`src/rtl/cacheline_adaptor_pkg.sv`:
```
// Shared constants and types for the cache-line <-> memory-burst adaptor.
package cacheline_adaptor_pkg;

  localparam int unsigned s_line    = 256;
  localparam int unsigned s_burst   = 64;
  localparam int unsigned BeatCount = s_line / s_burst;

  typedef enum logic [1:0] {
    StIdle,
    StRead,
    StWrite,
    StDone
  } state_e;

endpackage

```
`src/rtl/cacheline_adaptor.sv`:
```
// Converts single-line cache fill/writeback requests into 4-beat memory bursts.
module cacheline_adaptor #(
  parameter int unsigned s_line  = cacheline_adaptor_pkg::s_line,
  parameter int unsigned s_burst = cacheline_adaptor_pkg::s_burst
) (
  input  logic                 clk,
  input  logic                 reset_n,
  // Cache side
  input  logic [31:0]          pmem_address,
  input  logic                 pmem_read,
  input  logic                 pmem_write,
  input  logic [s_line-1:0]    pmem_wdata,
  output logic [s_line-1:0]    pmem_rdata,
  output logic                 pmem_resp,
  // Memory side
  output logic [31:0]          mem_address,
  output logic                 mem_read,
  output logic                 mem_write,
  output logic [s_burst-1:0]   mem_wdata,
  input  logic [s_burst-1:0]   mem_rdata,
  input  logic                 mem_resp
);

  import cacheline_adaptor_pkg::*;

  localparam int unsigned Beats = s_line / s_burst;
  localparam int unsigned CntW  = $clog2(Beats);
  localparam int unsigned OffW  = $clog2(s_line / 8);

  state_e              r_state;
  logic [CntW-1:0]     r_cnt;
  logic [31:0]         r_mem_address;
  logic                r_mem_read;
  logic                r_mem_write;
  logic                r_pmem_resp;
  logic [s_line-1:0]   r_wline;
  logic [s_line-1:0]   r_rbuf;
  logic [s_line-1:0]   r_pmem_rdata;
  logic                w_last_beat;

  assign w_last_beat  = (r_cnt == CntW'(Beats - 1));

  assign mem_address  = r_mem_address;
  assign mem_read     = r_mem_read;
  assign mem_write    = r_mem_write;
  assign pmem_resp    = r_pmem_resp;
  assign pmem_rdata   = r_pmem_rdata;
  // Outgoing beat is selected from the line latched at burst start
  assign mem_wdata    = r_wline[32'(r_cnt) * s_burst +: s_burst];

  // Burst sequencer: request capture, beat counting, fill assembly and completion pulse
  always_ff @(posedge clk or negedge reset_n) begin
    if (!reset_n) begin
      r_state       <= StIdle;
      r_cnt         <= '0;
      r_mem_address <= '0;
      r_mem_read    <= 1'b0;
      r_mem_write   <= 1'b0;
      r_pmem_resp   <= 1'b0;
      r_wline       <= '0;
      r_rbuf        <= '0;
      r_pmem_rdata  <= '0;
    end else begin
      unique case (r_state)
        StIdle: begin
          r_cnt <= '0;
          if (pmem_read) begin
            r_state       <= StRead;
            r_mem_read    <= 1'b1;
            r_mem_address <= {pmem_address[31:OffW], {OffW{1'b0}}};
          end else if (pmem_write) begin
            r_state       <= StWrite;
            r_mem_write   <= 1'b1;
            r_mem_address <= {pmem_address[31:OffW], {OffW{1'b0}}};
            r_wline       <= pmem_wdata;
          end
        end
        StRead: begin
          if (mem_resp) begin
            // Beats arrive lowest first, so shift in from the top
            r_rbuf <= {mem_rdata, r_rbuf[s_line-1:s_burst]};
            r_cnt  <= r_cnt + CntW'(1);
            if (w_last_beat) begin
              r_pmem_rdata <= {mem_rdata, r_rbuf[s_line-1:s_burst]};
              r_mem_read   <= 1'b0;
              r_pmem_resp  <= 1'b1;
              r_state      <= StDone;
            end
          end
        end
        StWrite: begin
          if (mem_resp) begin
            r_cnt <= r_cnt + CntW'(1);
            if (w_last_beat) begin
              r_mem_write <= 1'b0;
              r_pmem_resp <= 1'b1;
              r_state     <= StDone;
            end
          end
        end
        StDone: begin
          r_pmem_resp <= 1'b0;
          r_state     <= StIdle;
        end
        default: r_state <= StIdle;
      endcase
    end
  end

endmodule

```
`config.mk`:
```
export PLATFORM = sky130hd
export DESIGN_NAME = cacheline_adaptor
export DESIGN_NICKNAME = d
export VERILOG_FILES = /design/src/rtl/cacheline_adaptor_pkg.sv /design/src/rtl/cacheline_adaptor.sv
export SDC_FILE = /design/constraint.sdc
export NUM_CORES = 1
export LEC_CHECK = 0
export ABC_AREA = 1
export CORE_MARGIN = 3
export CORE_UTILIZATION = 25
export DETAILED_ROUTE_END_ITERATION = 6
export PLACE_DENSITY = 0.5
export SYNTH_ARGS = -nofsm -noshare
export SYNTH_HDL_FRONTEND = slang
export SYNTH_SLANG_ARGS = --single-unit
```
`constraint.sdc`:
```
create_clock -name clk -period 1.7 [get_ports clk]
set_clock_uncertainty 0.1 [all_clocks]
set_input_delay 0.34 -clock clk [delete_from_list [all_inputs] [get_ports clk]]
set_output_delay 0.34 -clock clk [all_outputs]
set_load 0.05 [all_outputs]
```
==> results.toml <==
[outcome]
status = "complete, but fails checks"
violations = "setup timing"

[clock_network]
tritoncts = "yes"
clockBufferDepth = 3
cts.sink_count = 738
htree_levels = 3
clk_pin_slew_ns = 0.06
clk_latency_ns = 0.65
cts_made_buffers = 86
cts-root-buf = "clkbuf_16"

[final_layout]
stdcell_area_sq_um = 47500
finish.net_count = 4606
drive_gt1_share_pct = 23.0
syn2layout_area_growth_pct = 58.7
finalNonFillerCells = 5923

[synth]
async_flop_share_pct = 100
synth_edf_count = 0
synth.avg_cell_area_sq_um = 8.83
yosys_warnings = 0
postSynthCellCount = 3393
yosys.cell_types.count = 22
ys_seq_area_share_pct = 61.6
synth-main-ff-cell = "dfrtp_1"
ys_ff_latch = 738
netlist_area_sq_um = 30000

[sta]
relSlewSlack_pct = 59.2
fmax_ghz = 0.373
holdWs_ns = 0.136
worst_pin_slew_ns = 0.612
drv_slew = 0
rsz0062_at_grt = "yes"
min_period_ns = 2.68
setup_slack_ns = -0.983
hold_viol = 0
post-route-period-util_pct = 158
setup-violations-final = 380

[worst_setup_path]
r2r-start = "r_cnt[0]"
regToRegSetupSlack_ns = -0.31
timing.critical_path.required_ns = 1.26
crit_path_end_kind = "primary output"
crit_path_start = "r_cnt[0]"
worst-setup-path-type = "reg2out"
critPathMaxFanout = 28
r2r_cells = 11
reg2reg_to = "pmem_rdata[177]"
cp-start-kind = "flop"
endpoint = "mem_wdata[13]"
cp.arrival_ns = 2.24

[detailed_routing]
wire_per_inst_um = 20.5
drc = 0
wl_mm = 122
drtAntennaViolNets = 0
drt_iter0_markers = 1659
vias_per_cell = 4.32
num_vias = 25600
first_pass_iters = 5

[place]
port_buffers = 701
place_area_sq_um = 41900
hpwl_mm = 86.9
gp_congestion = 0.854
placedCellCount = 5690
dpl_worst_slack_ns = -0.610

[floorplan]
core_sq_um = 119000
die_area_sq_um = 124000
die_x_um = 352
core.rowCount = 126
start_util_pct = 25.3
dieHeight_um = 352
num_io_pins = 712

[grt]
antenna_found_initial = 30
grt_pass1_vias = 25500
grt.overflow.total = 0
grt_pass1_wl_mm = 173
grt.total_usage_pct = 18.5
grt_max_degree = 79

[worst_hold_path]
hold_path.class = "in2reg"

[run]
maxCapViolations = 0

[pwr]
ir_drop_uv = 1370
static-leakage-power_nw = 23.1
power_density_nw_per_um2 = 2140
finalPower_mw = 102
## where the power goes
group          internal, mW  total (mW)  switching (mW)
clock                  11.3        19.2            7.91
combinational          20.9        52.2            31.3
sequential             24.9        30.1            5.25
## layer usage
metal  vias up  global-route usage, %  part of all wire, %
met5         -                      0                 0.14
li1      12400                      -                    -
met1     12200                   23.0                   41
met2       819                   30.0                   46
met4        26                   4.38                  2.4
met3       159                   7.66                   10
## cell families after synthesis
family / after synthesis / share of synthesized area (%)
flops: 738 / 61.6
buf+inv: 699 / 9.68
fa+ha+maj: 7 / 0.292
simple gates: 1080 / 13.9
other cells: 1 / 0.0125
compound gates: 868 / 14.5
## area by class of cell
| class | instances | area [sq um] |
|---|---|---|
| tap | 1600 | 2000 |
| fill | 11700 | 71000 |
| sequential | 738 | 18500 |
| antenna | 10 | 25.0 |
| clock inverter | 29 | 423 |
| timing repair inverter | 2 | 46.3 |
| multi-input combinational | 1961 | 9860 |
| timing repair buffer | 967 | 12300 |
| inverter | 486 | 1850 |
| clock buffer | 130 | 2530 |
## cells in the mapped netlist, types with 2 or more instances
library cell,number,area share (%)
o21ai_0,558,9.3
inv_1,484,6.1
nand3_1,70,1.2
clkbuf_1,60,0.75
ha_1,7,0.29
buf_4,15,0.38
dfrtp_1,738,62
buf_6,9,0.34
a21oi_1,130,2.2
buf_1,7,0.088
nor2_1,193,2.4
nand2_1,813,10
buf_2,112,1.9
inv_2,2,0.025
nand2_2,2,0.042
o21ai_1,178,3.0
clkbuf_2,10,0.17
## placed cells by master, fill, tap and decap left out, types with 95 or more instances in the layout
cell | synthesis | layout
dfrtp_1 | 738 | 736
clkbuf_16 | 0 | 109
a21oi_1 | 130 | 95
o21ai_1 | 178 | 216
nand2_1 | 813 | 748
clkdlybuf4s50_1 | 0 | 350
buf_12 | 0 | 261
buf_4 | 15 | 271
nor2_1 | 193 | 144
inv_1 | 484 | 483
o21ai_0 | 558 | 440
## critical path, cell delays in order, from the launching register on
cell and delay (ns):
dfrtp_4 0.55, buf_12 0.19, buf_8 0.22, o21ai_2 0.36, nand2_4 0.09, buf_12 0.16
## state kept, by name, summed over array words and instances (netlist names)
name	cells
mem_address	27
mem_read	1
mem_write	1
pmem_rdata	256
pmem_resp	1
r_cnt	2
r_rbuf	192
r_state	2
r_wline	256
## worst min path at each step
stage,start,to,slack [ns],cells past startpoint
2_1_floorplan,reset_n,mem_address[10],-0.06,0
3_3_place_gp,reset_n,pmem_rdata[210],0.11,1
3_5_place_dp,reset_n,pmem_rdata[210],0.11,1
4_1_cts,pmem_address[20],mem_address[20],0.08,3
5_1_grt,pmem_address[21],mem_address[21],0.10,3
6_report,pmem_address[6],mem_address[6],0.14,3
## repair_timing
item                                    CTS  global route
cloned                                   13            33
pin swaps                                16            49
setup buffers                             7            29
endpoints found under the hold margin   715             0
gates resized for setup                 193           240
endpoints found under the setup margin  663          1015
hold buffers                              2             0
## metrics by stage
stage | util [%] | setup TNS (ns)
6_report | 40.1 | -111.69
4_1_cts | 38.6 | -130.67
2_1_floorplan | - | -2.07
3_5_place_dp | 35.3 | -120.06
5_1_grt | 40.1 | -170.31
3_3_place_gp | 35.3 | -118.16
Power figures use the tool's default switching activity.
